`src/rtl/ar_sched_pkg.sv`:
```
// ---------------------------------------------------------------------------
// ar_sched_pkg
// Shared types and constants for the read-address scheduler.
//   state_t        : scheduler FSM state encoding
//   M0 / M1        : master index values, also the payload mux select values
//   DEF_MAX_OUTST  : default outstanding-burst limit per master
//   DEF_CNT_W      : default outstanding counter width
// ---------------------------------------------------------------------------
package ar_sched_pkg;

    typedef enum logic [1:0] {
        IDLE   = 2'd0,
        GNT_M0 = 2'd1,
        GNT_M1 = 2'd2
    } state_t;

    localparam logic M0 = 1'b0;
    localparam logic M1 = 1'b1;

    localparam int DEF_MAX_OUTST = 4;
    localparam int DEF_CNT_W     = 3;

    // Round-robin hand-off: the master that just won yields priority.
    function automatic logic other_master(input logic m);
        return ~m;
    endfunction

endpackage

```
`src/rtl/ar_scheduler_outst_counter.sv`:
```
// ---------------------------------------------------------------------------
// outst_counter
// Tracks outstanding bursts for one master.
//   clk, rst : clock, asynchronous active-high reset
//   inc      : one burst issued this cycle
//   dec      : one burst completed this cycle
//   count    : current outstanding count (never exceeds MAX_OUTST)
//   full     : count has reached MAX_OUTST
//   err      : sticky, a completion arrived while count was 0
// ---------------------------------------------------------------------------
module outst_counter
    import ar_sched_pkg::*;
#(
    parameter int CNT_W     = DEF_CNT_W,
    parameter int MAX_OUTST = DEF_MAX_OUTST
) (
    input  logic             clk,
    input  logic             rst,
    input  logic             inc,
    input  logic             dec,
    output logic [CNT_W-1:0] count,
    output logic             full,
    output logic             err
);

    localparam logic [CNT_W-1:0] MAX_C = CNT_W'(MAX_OUTST);

    always_ff @(posedge clk or posedge rst) begin
        if (rst) begin
            count <= '0;
            err   <= 1'b0;
        end else begin
            // A completion with nothing outstanding is flagged even if an
            // issue lands in the same cycle; the count itself is untouched.
            if (dec && (count == '0))
                err <= 1'b1;

            if (inc && !dec) begin
                if (count < MAX_C)
                    count <= count + 1'b1;
            end else if (dec && !inc) begin
                if (count != '0)
                    count <= count - 1'b1;
            end
        end
    end

    assign full = (count >= MAX_C);

endmodule

```
`src/rtl/ar_scheduler.sv`:
```
// ---------------------------------------------------------------------------
// ar_scheduler
// Round-robin arbiter for a read-address channel shared by two masters.
// A grant is held until the AR handshake completes, followed by one
// mandatory IDLE cycle. Masters with MAX_OUTST bursts in flight are skipped.
//   clk, rst                    : clock, asynchronous active-high reset
//   ARVALID_M0 / ARVALID_M1     : address valid from each master
//   ARREADY_S                   : ready from the decoder side
//   RVALID/RREADY/RLAST_Mx      : read-data observation, burst completion
//   ARVALID_S                   : gated valid toward the decoder
//   ARREADY_M0 / ARREADY_M1     : gated ready back to each master
//   sel                         : payload mux select (0 = M0, 1 = M1)
//   outst_M0 / outst_M1         : outstanding burst counts
//   err                         : sticky completion-underflow flag
// ---------------------------------------------------------------------------
module ar_scheduler
    import ar_sched_pkg::*;
#(
    parameter int MAX_OUTST = DEF_MAX_OUTST,
    parameter int CNT_W     = DEF_CNT_W
) (
    input  logic             clk,
    input  logic             rst,
    input  logic             ARVALID_M0,
    input  logic             ARVALID_M1,
    input  logic             ARREADY_S,
    input  logic             RVALID_M0,
    input  logic             RREADY_M0,
    input  logic             RLAST_M0,
    input  logic             RVALID_M1,
    input  logic             RREADY_M1,
    input  logic             RLAST_M1,
    output logic             ARVALID_S,
    output logic             ARREADY_M0,
    output logic             ARREADY_M1,
    output logic             sel,
    output logic [CNT_W-1:0] outst_M0,
    output logic [CNT_W-1:0] outst_M1,
    output logic             err
);

    state_t state;
    state_t state_nxt;
    logic   prio;
    logic   prio_nxt;
    logic   sel_q;

    logic full_m0;
    logic full_m1;
    logic err_m0;
    logic err_m1;

    logic elig_m0;
    logic elig_m1;
    logic hs_m0;
    logic hs_m1;
    logic done_m0;
    logic done_m1;

    assign elig_m0 = ARVALID_M0 & ~full_m0;
    assign elig_m1 = ARVALID_M1 & ~full_m1;

    assign hs_m0 = (state == GNT_M0) & ARVALID_M0 & ARREADY_S;
    assign hs_m1 = (state == GNT_M1) & ARVALID_M1 & ARREADY_S;

    assign done_m0 = RVALID_M0 & RREADY_M0 & RLAST_M0;
    assign done_m1 = RVALID_M1 & RREADY_M1 & RLAST_M1;

    always_comb begin
        state_nxt = state;
        prio_nxt  = prio;
        case (state)
            IDLE: begin
                if (elig_m0 && elig_m1)
                    state_nxt = (prio == M1) ? GNT_M1 : GNT_M0;
                else if (elig_m0)
                    state_nxt = GNT_M0;
                else if (elig_m1)
                    state_nxt = GNT_M1;
            end
            GNT_M0: begin
                // Valid withdrawn before handshake: release without
                // touching priority or the count.
                if (!ARVALID_M0) begin
                    state_nxt = IDLE;
                end else if (ARREADY_S) begin
                    state_nxt = IDLE;
                    prio_nxt  = other_master(M0);
                end
            end
            GNT_M1: begin
                if (!ARVALID_M1) begin
                    state_nxt = IDLE;
                end else if (ARREADY_S) begin
                    state_nxt = IDLE;
                    prio_nxt  = other_master(M1);
                end
            end
            default: state_nxt = IDLE;
        endcase
    end

    always_ff @(posedge clk or posedge rst) begin
        if (rst) begin
            state <= IDLE;
            prio  <= M0;
            sel_q <= M0;
        end else begin
            state <= state_nxt;
            prio  <= prio_nxt;
            // Select is loaded on grant entry so it is already stable when
            // the granted master's payload reaches the mux, and it holds
            // through IDLE.
            if (state == IDLE) begin
                if (state_nxt == GNT_M0)
                    sel_q <= M0;
                else if (state_nxt == GNT_M1)
                    sel_q <= M1;
            end
        end
    end

    always_comb begin
        ARVALID_S  = 1'b0;
        ARREADY_M0 = 1'b0;
        ARREADY_M1 = 1'b0;
        case (state)
            GNT_M0: begin
                ARVALID_S  = ARVALID_M0;
                ARREADY_M0 = ARREADY_S;
            end
            GNT_M1: begin
                ARVALID_S  = ARVALID_M1;
                ARREADY_M1 = ARREADY_S;
            end
            default: ;
        endcase
    end

    assign sel = sel_q;

    outst_counter #(
        .CNT_W     (CNT_W),
        .MAX_OUTST (MAX_OUTST)
    ) u_cnt_m0 (
        .clk   (clk),
        .rst   (rst),
        .inc   (hs_m0),
        .dec   (done_m0),
        .count (outst_M0),
        .full  (full_m0),
        .err   (err_m0)
    );

    outst_counter #(
        .CNT_W     (CNT_W),
        .MAX_OUTST (MAX_OUTST)
    ) u_cnt_m1 (
        .clk   (clk),
        .rst   (rst),
        .inc   (hs_m1),
        .dec   (done_m1),
        .count (outst_M1),
        .full  (full_m1),
        .err   (err_m1)
    );

    assign err = err_m0 | err_m1;

endmodule

```
`config.mk`:
```
export PLATFORM = sky130hd
export DESIGN_NAME = ar_scheduler
export DESIGN_NICKNAME = d
export VERILOG_FILES = /design/src/rtl/ar_sched_pkg.sv /design/src/rtl/ar_scheduler_outst_counter.sv /design/src/rtl/ar_scheduler.sv
export SDC_FILE = /design/constraint.sdc
export NUM_CORES = 1
export LEC_CHECK = 0
export CAP_MARGIN = 20
export CORE_MARGIN = 8
export CORE_UTILIZATION = 45
export CTS_CLUSTER_DIAMETER = 200
export CTS_CLUSTER_SIZE = 16
export DETAILED_ROUTE_END_ITERATION = 10
export GPL_ROUTABILITY_DRIVEN = 0
export HOLD_SLACK_MARGIN = 0.02
export PLACE_DENSITY = 0.74
export SLEW_MARGIN = 20
export SYNTH_ARGS = -nofsm -noshare
export SYNTH_HDL_FRONTEND = slang
export SYNTH_SLANG_ARGS = --single-unit
```
`constraint.sdc`:
```
create_clock -name clk -period 2.9 [get_ports clk]
set_clock_uncertainty 0.2 [all_clocks]
set_input_delay 0.435 -clock clk [delete_from_list [all_inputs] [get_ports clk]]
set_output_delay 0.435 -clock clk [all_outputs]
set_load 0.02 [all_outputs]
```
# == Word-level counts from Yosys, hierarchy flattened ==
# Index checks and enable logic that the tools add are counted.
# op_classes
n_eq_ne,10
mul,0
bitwise_logic,13
n_shift,0
n_addsub,4
order_cmp,4
n_div,0
mux,26
reduce_logical,26
# op_table
op,n
3-bit 2-to-1 mux,8
2-bit 2-to-1 mux,7
"2-bit != test, second input constant",6
2-bit nonzero test,6
1-bit AND,10
1-bit 2-to-1 mux,8
1-bit logical AND,7
"3-bit by 1-bit adder with 3-bit output, second input constant",2
"3-bit greater-or-equal comparator, second input constant",2
3-bit zero test,2
"3-bit less-than comparator, second input constant",2
2-bit one-hot mux with 3 select lines,1
3-bit AND reduction,2
3-bit nonzero test,2
"3-bit by 1-bit subtractor with 3-bit output, second input constant",2
5-bit AND reduction,1
"2-bit by 1-bit == test with 1-bit output, second input constant",2
"2-bit == test, second input constant",2
1-bit zero test,4
1-bit one-hot mux with 2 select lines,2
2-bit zero test,1
1-bit NOT,2
2-bit AND reduction,1
1-bit bitwise OR,1
# totals
regBits,12
romBits,0
elab_cells,90
mem_bits_rw,0
latchBits,0
in_bits,11
out_inout_bits,11
mem_count,0

# == Longest topological paths before layout ==
# Gate-level depths: netlist of run 1.
# logic_depth
depth_word,10
mapped_depth,8
mapped_depth_nobuf,8

# == Modules after synthesis ==
# Synthesis of run 1 repeated with hierarchy kept, for this count alone.
# hier_totals
hier_cells,84
area_unflattened_um2,849.6
# by_module_without_submodules
module,area_per_inst_um2,instances,seq_area_each_um2,cells_each
outst_counter,242.7,2,100.1,22
ar_scheduler,364.1,1,100.1,40

# == Worst setup path after synthesis of run 1 ==
# OpenSTA, ideal clock, no wires.
# synth_path
path_kind,register to register
from,register state[1]
to,register u_cnt_m0.count[2]
setup_slack_ps,598
period_less_slack_ps,2302
setup_ps,90
arrival_time_ps,2012
path_stages_with_launch,8
cell_sequence,dfrtp_1 inv_1 ha_1 and3_1 nand2_1 fa_1 or4_1 o221ai_1
# synth_via
elab_chain_len,7
# synth_rtl
element,line,text
from (decl),ar_scheduler.sv:42,state_t state;
from (signal assigned),ar_scheduler.sv:109,state <= state_nxt;
2-bit by 1-bit == test with 1-bit output *,ar_scheduler.sv:63,assign hs_m0 = (state == GNT_M0) & ARVALID_M0 & ARREADY_S;
1-bit AND * (2 in a row),ar_scheduler.sv:63,
1-bit zero test,ar_scheduler_outst_counter.sv:41,end else if (dec && !inc) begin
1-bit logical AND,ar_scheduler_outst_counter.sv:41,
2-bit nonzero test (no line),--,
3-bit AND reduction (no line),--,
to (signal assigned),ar_scheduler_outst_counter.sv:40,count <= count + 1'b1;
to (signal assigned),ar_scheduler_outst_counter.sv:43,count <= count - 1'b1;
to (decl),ar_scheduler_outst_counter.sv:21,"output logic [CNT_W-1:0] count,"
# Every way passes the cells marked *; elsewhere a longest branch is shown, timed or not.
# A chain may end at the register's enable or synchronous reset.

# == Worst setup path after layout of run 1 ==
# layout_path
from,register state[1]
to,output ARVALID_S
# layout_via
elab_chain_len,2
# layout_rtl
element,line,text
2-bit == test or 2-bit by 1-bit == test with 1-bit output (tied branches),ar_scheduler.sv:127,case (state)
1-bit one-hot mux with 2 select lines *,ar_scheduler.sv:127,
to (decl),ar_scheduler.sv:33,"output logic ARVALID_S,"
# Marks and branches as above.

==> summary.md, run 1 <==
| Metric | Value |
|---|---|
| Status | `finished, final reports clean` |
| Total GRT Usage | `12.4%` |
| Layout cells sized above 1 | `roughly 5.0%` |
| Post-synthesis cell count | `97` |
| Max cap viols | `0` |
| Syn Area/Cell | `between 9 and 10 um2` |
| P&R area growth vs syn | `27.7%` |
| Rel. slew slack | `70.3%` |
| # IOs | `22` |
| CP top delay family | `buffers and inverters` |
| #FFs+latches synth | `12` |
| Hold-fix buffers, CTS | `0` |
| DR iter-0 viols | `24` |
| Area of the multi-input gates | `526 um2` |
| Unrepaired setup endpoints after global routing | `no` |
| Cell Pwr Density | `824 nW/um2` |
| FF+latch area | `300 um2` |
| Total number of vias | `808` |
| Post-synth top area share | `33.7%` |
| Row Count | `16` |
| WL/cell | `13.7 um` |
| Post-Route WL | `2000 um` |
| Synthesized area | `roughly 890 um2` |
| Most frequent cell after synthesis | `dfrtp_1` |
| First-pass GRT wire length | `roughly 3400 um` |
| CTS tree | `yes` |
| Die H | `60.5 um` |
| Worst Hold Class | `input pin to async pin` |
| Crit path max fanout | `6` |
| Initial Util | `46.4%` |
| Crit end category | `output port` |
| Final Setup Violations | `0` |
| Synth unique cells | `38` |
| Static leakage | `0.495 nW` |
| Fin crit share | `90.5%` |
| Filler Cell Count | `180` |
| GRT overflow | `0` |
| Main area contributors after synthesis | `dfrtp_1 34%, ha_1 7.0%, fa_1 4.5%` |
| Cells along the critical path | `inv_1, ha_1, a22o_1, and2_1, clkdlybuf4s50_1` |
| Top_reg_cell synth | `dfrtp_1` |
| WP data arrival | `1.99 ns` |
| Setup Buffers After CTS | `0` |
| Leading area contributor after synthesis | `dfrtp_1` |
| Number of remaining DRC errors | `0` |
| CTS Buf Count | `3` |
| Nets@finish | `around 140` |
| Max incr delay on CP | `0.59 ns` |
| Max-slew violation count | `0` |
| Clock slew at reported path FFs | `0.07 ns` |
| Fin. Hold Viols | `0` |
| Worst-skew pair later-pin latency | `0.27 ns` |
| Port bufs | `21` |
| Sequential-to-total area share from yosys stat | `33.7%` |
| FFs w/ async S/R, synth | `between 90% and 100%` |
| CTS Sinks | `12` |
| DP Worst Slack | `0.132 ns` |
| CTS HTree Levels | `1` |
| CP Data Required Time | `2.27 ns` |
| Vias/cell | `5.53` |
| Antenna Nets Post-Route | `0` |
| CTS Buffer Depth | `2` |
| Yosys warnings | `0` |
| Core area | `about 1900 um2` |
| Post-synth EDFFs | `0` |
| Final TNS setup | `0 ns` |
| VDD IR max | `460 uV` |
| Chip width | `60.5 um` |
| # diodes | `0` |
| CP Buf/Inv Count | `2` |
| CTS root buffer | `clkbuf_4` |
| Post_cts resized | `0` |
| Post-DP HPWL | `1570 um` |
| Util after Layout | `approximately three fifths` |
| CP Launch Type | `register` |
| Fin worst setup slack | `approximately 0.28 ns` |
| Commonest cells in the netlist | `12 x dfrtp_1, 10 x inv_1, 7 x nor2_1, 5 x ha_1, 5 x nand3_1` |
| Initial antenna violation count | `0` |
| Max frequency | `381 MHz` |
| Pin count of the biggest net entering global routing | `13` |
| Synth Net Count | `115` |
| Vias in the first global route | `a little under 800` |
| CP max stage cell | `clkdlybuf4s50_1` |
| Drt first pass iters | `4` |
| Die area | `roughly 3700 um2` |
| Worst-margin pin slew | `~0.44 ns` |
| Tmin final | `around 2.6 ns` |
| CP Class | `register to output port` |
## path summary, 6_finish.rpt
check	start	to	slack, ns	cells after the start
min reg2reg	u_cnt_m0.err	u_cnt_m0.err	0.26	1
max in group asynchronous	rst	state[0]	1.93	2
max reg2reg	state[1]	u_cnt_m0.count[2]	0.42	7
min	rst	u_cnt_m1.err	0.26	2
min in group clk	u_cnt_m0.err	u_cnt_m0.err	0.26	1
max	state[1]	ARVALID_S	0.28	5
## per-stage QoR
step | cells | hold WS (ns) | instance area (um2) | total power [mW]
floorplan | 97 | 0.0997 | 891 | 0.638
global placement | 143 | 0.239 | 1110 | 0.828
detailed placement | 143 | 0.239 | 1110 | 0.843
CTS | 146 | 0.255 | 1140 | 0.949
global route | 146 | 0.263 | 1140 | 1.02
finish | 146 | 0.255 | 1140 | 0.937
## layer usage
metal / up-vias / wire (um) / global-route usage (%)
li1: 404 / - / -
met1: 374 / 942 / 14.1
met2: 23 / 870 / 19.8
met3: 7 / 113 / 2.54
met4: 0 / 69 / 9.63
met5: - / 0 / 0
## sequential cells by signal, indices dropped and copies added (netlist names)
signal,count
state,2
u_cnt_m1.count,3
sel,1
u_cnt_m1.err,1
prio,1
u_cnt_m0.err,1
u_cnt_m0.count,3
## final cells by class
cell class,count,share of cell area (%)
Clock buffer,3,1.98
Inverter,10,3.30
Timing Repair Buffer,22,19.1
Multi-Input combinational cell,72,46.2
Sequential cell,12,26.4
Tap cell,27,2.97
## cells in the final DEF, fill, tap and decap left out, types with 2 or more instances in the layout
master           netlist  final
clkdlybuf4s50_1        0     21
dfrtp_1               12     12
inv_1                 10     10
nor2_1                 7      7
nand3_1                5      5
ha_1                   5      5
o21ai_0                4      4
a21oi_1                4      4
nand2_1                3      3
and3_1                 3      3
nor3_1                 3      3
a21o_1                 3      3
and2_1                 3      3
clkbuf_4               0      3
a22o_1                 2      2
a31oi_1                2      2
mux2i_1                2      2
a221o_1                2      2
nand2b_1               2      2
o211ai_1               2      2
or4_1                  2      2
fa_1                   2      2
## cell families (layout without fill, tap and decap cells)
family          count (synthesis)  count (layout)  share of synthesized area (%)
mux                             2               2                           2.25
compound gates                 28              28                           23.0
simple gates                   35              35                           22.2
fa+ha+maj                       7               7                           11.5
buf+inv                        13              35                           7.30
flops                          12              12                           33.7
## power by group
group | switching, mW | internal, mW | total, mW
sequential | 0.0927 | 0.236 | 0.328
clock | 0.0500 | 0.0481 | 0.0980
combinational | 0.256 | 0.254 | 0.510
total | 0.399 | 0.538 | 0.937
Power figures use the tool's default switching activity.
==> run 2, diff against run 1 <==
--- a/config.mk
+++ b/config.mk
@@ -13,6 +13,7 @@
 export DETAILED_ROUTE_END_ITERATION = 10
 export GPL_ROUTABILITY_DRIVEN = 0
 export HOLD_SLACK_MARGIN = 0.02
+export MAX_ROUTING_LAYER = met4
 export PLACE_DENSITY = 0.74
 export SLEW_MARGIN = 20
 export SYNTH_ARGS = -nofsm -noshare
==> run 2 against run 1 <==
Compared with the run above: highest routed layer unchanged; combinational power hardly changed; power about the same; final area is the same; setup slack is essentially flat.
==> summary.md, run 2 (same netlist as run 1, synthesis figures left out) <==
| Metric | Value |
|---|---|
| Status | `finished, final reports clean` |
| Fin crit share | `90.5%` |
| # IOs | `22` |
| CTS Buf Count | `3` |
| Nets@finish | `139` |
| CP top delay family | `buffers and inverters` |
| Finished Layout Cells | `146` |
| DR iter-0 viols | `27` |
| First-pass GRT wire length | `roughly 3400 um` |
| Fin worst setup slack | `0.276 ns` |
| Met2 usage | `19.8%` |
| Post-Route WL | `1990 um` |
| Rel. slew slack | `70.3%` |
| CTS root buffer | `clkbuf_4` |
| Final Setup Violations | `0` |
| Fin. Hold Viols | `0` |
| Layout cells sized above 1 | `5.04%` |
| Cells along the critical path | `inv_1, ha_1, a22o_1, and2_1, clkdlybuf4s50_1` |
| Crit end category | `output port` |
| Met3 usage | `1.91%` |
| Highest-count cells in the layout ignoring fill and taps | `21 x clkdlybuf4s50_1, 12 x dfrtp_1, 10 x inv_1, 7 x nor2_1` |
| Cells after DPL | `143` |
| Cell Pwr Density | `slightly above 800 nW/um2` |
| Max incr delay on CP | `slightly below 0.6 ns` |
| Top Usage Layer GRT | `met2` |
| Die H | `60.5 um` |
| GRT overflow | `0` |
| Most common cell after layout, fill and taps aside | `clkdlybuf4s50_1` |
| Total GRT Usage | `between 10 and 15%` |
| Chip width | `60.5 um` |
| Max cap viols | `0` |
| CP Buf/Inv Count | `2` |
| CTS HTree Levels | `1` |
| Hold-fix buffers, CTS | `0` |
| CTS tree | `yes` |
| Max frequency | `381 MHz` |
| Vias in the first global route | `roughly 800` |
| Port bufs | `21` |
| Worst-margin pin slew | `0.445 ns` |
| Initial antenna violation count | `0` |
| Initial Util | `46.4%` |
| Die area | `between 3000 and 4000 um2` |
| CTS Buffer Depth | `2` |
| VDD IR max | `460 uV` |
| Setup Buffers After CTS | `0` |
| Row Count | `16` |
| Pin count of the biggest net entering global routing | `13` |
| Post-DP HPWL | `around 1600 um` |
| Final TNS setup | `0 ns` |
| CP Launch Type | `register` |
| Unrepaired setup endpoints after global routing | `no` |
| Number of remaining DRC errors | `0` |
| CP Data Required Time | `about 2.3 ns` |
| Post_cts resized | `0` |
| CTS Sinks | `12` |
| Regs by FF count | `u_cnt_m0.count x3, u_cnt_m1.count x3, state x2` |
| Tmin final | `2.62 ns` |
| Static leakage | `0.495 nW` |
| Max-slew violation count | `0` |
| CP Class | `register to output port` |
| Worst-skew pair later-pin latency | `between 0.2 and 0.3 ns` |
| DP Worst Slack | `0.132 ns` |
| Met1 usage in global routing | `14.3%` |
| Antenna Nets Post-Route | `0` |
| Total number of vias | `804` |
| # diodes | `0` |
| Core area | `~1900 um2` |
| WP data arrival | `1.99 ns` |
| P&R area growth vs syn | `27.7%` |
| WL/cell | `~14 um` |
| Drt first pass iters | `4` |
| Clock slew at reported path FFs | `~0.070 ns` |
| Vias/cell | `5.51` |
| CP max stage cell | `clkdlybuf4s50_1` |
| Crit path max fanout | `6` |
| Worst Hold Class | `input pin to async pin` |
## run 2: cell counts in the layout (fill, tap and decap cells not counted)
Identical to the previous run, type by type.
## run 2: through the flow
step / power [mW] / util, % / hold slack (ns) / area [um2]
floorplan: 0.638 / - / 0.0997 / 891
global placement: 0.828 / 58.0 / 0.239 / 1110
detailed placement: 0.843 / 58.0 / 0.239 / 1110
CTS: 0.949 / 59.2 / 0.255 / 1140
global route: 1.02 / 59.2 / 0.263 / 1140
finish: 0.936 / 59.2 / 0.255 / 1140
## run 2: worst register-to-register path: stages, from the launching register on
cell      delay (ns)
dfrtp_1         0.40
inv_1           0.11
ha_1            0.26
and3_1          0.24
nand2_1         0.09
fa_1            0.39
or4_1           0.52
o221ai_1        0.17
## run 2: routing by layer
layer  vias up  part of all wire (%)
met5         -                     0
met4         0                   3.5
met3         7                   4.5
met2        23                    44
met1       371                    48
li1        403                     -
## run 2: cell type report
class                           instances  area, um2
Fill cell                             180        785
Multi-Input combinational cell         72        526
Sequential cell                        12        300
Timing Repair Buffer                   22        218
Inverter                               10       37.5
Tap cell                               27       33.8
Clock buffer                            3       22.5
## run 2: where the power goes
part,internal (mW),switching (mW)
combinational,0.254,0.257
sequential,0.236,0.0922
clock,0.0481,0.0500
total,0.538,0.399
## run 2: path summary, 6_finish.rpt
| kind | start | to | slack [ns] | cells after the start |
|---|---|---|---|---|
| worst max-delay path | state[1] | ARVALID_S | 0.28 | 5 |
| worst min-delay path | rst | u_cnt_m1.err | 0.26 | 2 |
| worst max register to register | state[1] | u_cnt_m0.count[2] | 0.42 | 7 |
| worst min register to register | u_cnt_m0.err | u_cnt_m0.err | 0.26 | 1 |
| max in group asynchronous | rst | state[0] | 1.93 | 2 |
| min in group clk | u_cnt_m0.err | u_cnt_m0.err | 0.26 | 1 |
==> run 3, diff against run 2 <==
==> constraint.sdc (replaced) <==
create_clock -name clk -period 2.9 [get_ports clk]
set_clock_uncertainty 0.2 [all_clocks]
set_input_delay 0.29 -clock clk [delete_from_list [all_inputs] [get_ports clk]]
set_output_delay 0.29 -clock clk [all_outputs]
set_load 0.02 [all_outputs]
==> run 3 against run 2 <==
Compared with the run above: die area did not move; power fell by 0.47%; critical path depth increased by 2; global-route usage is 0.54 points lower; largest power group unchanged.
==> summary.md, run 3 (same netlist as run 1, synthesis figures left out) <==
| Metric | Value |
|---|---|
| Port bufs | `21` |
| GRT overflow | `0` |
| Chip width | `60.5 um` |
| Total GRT Usage | `between 10% and 20%` |
| Internal Power | `about 0.54 mW` |
| Total number of vias | `774` |
| Final Setup Violations | `0` |
| Post-Place Cell Area | `1110 um2` |
| Rel. slew slack | `70.2%` |
| Worst-margin pin slew | `0.447 ns` |
| Number of remaining DRC errors | `0` |
| CTS root buffer | `clkbuf_4` |
| Comb power frac | `roughly 55%` |
| Initial Util | `46.4%` |
| P&R area growth vs syn | `27.7%` |
| DR iter-0 viols | `12` |
| Highest-count cells in the layout ignoring fill and taps | `21 x clkdlybuf4s50_1, 12 x dfrtp_1, 10 x inv_1, 7 x nor2_1` |
| Area of the multi-input gates | `526 um2` |
| Setup Buffers After CTS | `0` |
| CP Data Required Time | `2.88 ns` |
| Max incr delay on CP | `0.53 ns` |
| Status | `finished, final reports clean` |
| CP Launch Type | `register` |
| Reg2Reg Setup Slack | `around 0.40 ns` |
| Regs by FF count | `u_cnt_m0.count x3, u_cnt_m1.count x3, state x2` |
| Vias in the first global route | `761` |
| Clock slew at reported path FFs | `~0.070 ns` |
| Clock Power Share | `10.2%` |
| Hold-fix buffers, CTS | `0` |
| Share of power burned in registers | `35.1%` |
| # diodes | `0` |
| Fin. Hold Viols | `0` |
| CTS HTree Levels | `1` |
| Most common cell after layout, fill and taps aside | `clkdlybuf4s50_1` |
| FF+latch area | `between 300 and 400 um2` |
| Worst Reg-to-Reg Cells | `7` |
| Unrepaired setup endpoints after global routing | `no` |
| Min Hold Slack | `roughly 0.13 ns` |
| Crit end category | `register` |
| Max cap viols | `0` |
| Max frequency | `401 MHz` |
| Filler Cell Count | `176` |
| Cell Pwr Density | `a little over 800 nW/um2` |
| VDD IR max | `444 uV` |
| Util after Layout | `roughly three fifths` |
| CTS tree | `yes` |
| Core area | `about 1900 um2` |
| CP max stage cell | `or4_1` |
| WP data arrival | `roughly 2.5 ns` |
| Post_cts resized | `0` |
| Die H | `60.5 um` |
| Die area | `3660 um2` |
| Tmin final | `2.50 ns` |
| Pin count of the biggest net entering global routing | `13` |
| Initial antenna violation count | `0` |
| Worst Hold Class | `input pin to async pin` |
| Crit path max fanout | `6` |
| Layout cells sized above 1 | `5.04%` |
| WL/cell | `13.1 um` |
| Worst-skew pair later-pin latency | `0.26 ns` |
| Fin crit share | `~86%` |
| Pwr Total | `0.932 mW` |
| Nets@finish | `139` |
| Cells along the critical path | `inv_1, ha_1, and3_1, nand2_1, fa_1, or4_1, o221ai_1` |
| Switching share of power | `42.3%` |
| First-pass GRT wire length | `3370 um` |
| Drt first pass iters | `4` |
| Final TNS setup | `0 ns` |
| Post-Route WL | `1910 um` |
| Post-DP HPWL | `approximately 1500 um` |
| CTS Buf Count | `3` |
| Finished Cell Area | `1140 um2` |
| # IOs | `22` |
| CTS Sinks | `12` |
| CTS Buffer Depth | `2` |
| Antenna Nets Post-Route | `0` |
| Row Count | `16` |
| Static leakage | `0.495 nW` |
| CP Class | `register to register` |
| Max-slew violation count | `0` |
| Net switching power | `0.394 mW` |
| Vias/cell | `between 5 and 6` |
## run 3: cell counts in the layout (fill, tap and decap cells not counted)
No cell type changed its count.
## run 3: metal layers
metal  vias up  track usage [%]  wire length (um)
met5         -                -                 0
met4         0             6.98                30
met3         2            0.847                85
met2        20             18.0               842
met1       350             15.9               954
li1        402                -                 -
## run 3: power groups by stage
stage,Clock [mW],Sequential (mW),Combinational (mW)
6_report,0.0948,0.327,0.510
5_1_grt,0.108,0.344,0.568
4_1_cts,0.0994,0.328,0.516
3_5_place_dp,0,0.331,0.511
3_3_place_gp,0,0.329,0.499
2_1_floorplan,0,0.362,0.276
## run 3: cell type report
cell class,instances,area share (%)
Multi-Input combinational cell,72,46.2
Timing Repair Buffer,22,19.1
Sequential cell,12,26.4
Clock buffer,3,1.98
Tap cell,27,2.97
Inverter,10,3.30
## run 3: path summary, 6_finish.rpt
check / start / to
min in group clk: u_cnt_m0.err / u_cnt_m0.err
min reg2reg: u_cnt_m0.err / u_cnt_m0.err
max: state[1] / u_cnt_m0.count[2]
max in group asynchronous: rst / state[1]
min: rst / u_cnt_m1.count[2]
max reg2reg: state[1] / u_cnt_m0.count[2]
## run 3: per-stage QoR
step / setup WS (ns) / cells
after floorplan: 0.598 / 97
after global placement: 0.334 / 143
after detailed placement: 0.278 / 143
after CTS: 0.392 / 146
after global routing: 0.275 / 146
final: 0.405 / 146
## run 3: worst max-delay path, delay by kind of cell (launching register included)
| kind | cells | cell delay (ns) |
|---|---|---|
| DFF | 1 | 0.40 |
| AOI/OAI and AO/OA | 1 | 0.18 |
| adders and majority gates | 2 | 0.67 |
| buffers and inverters | 1 | 0.11 |
| and+or+nand+nor | 3 | 0.86 |
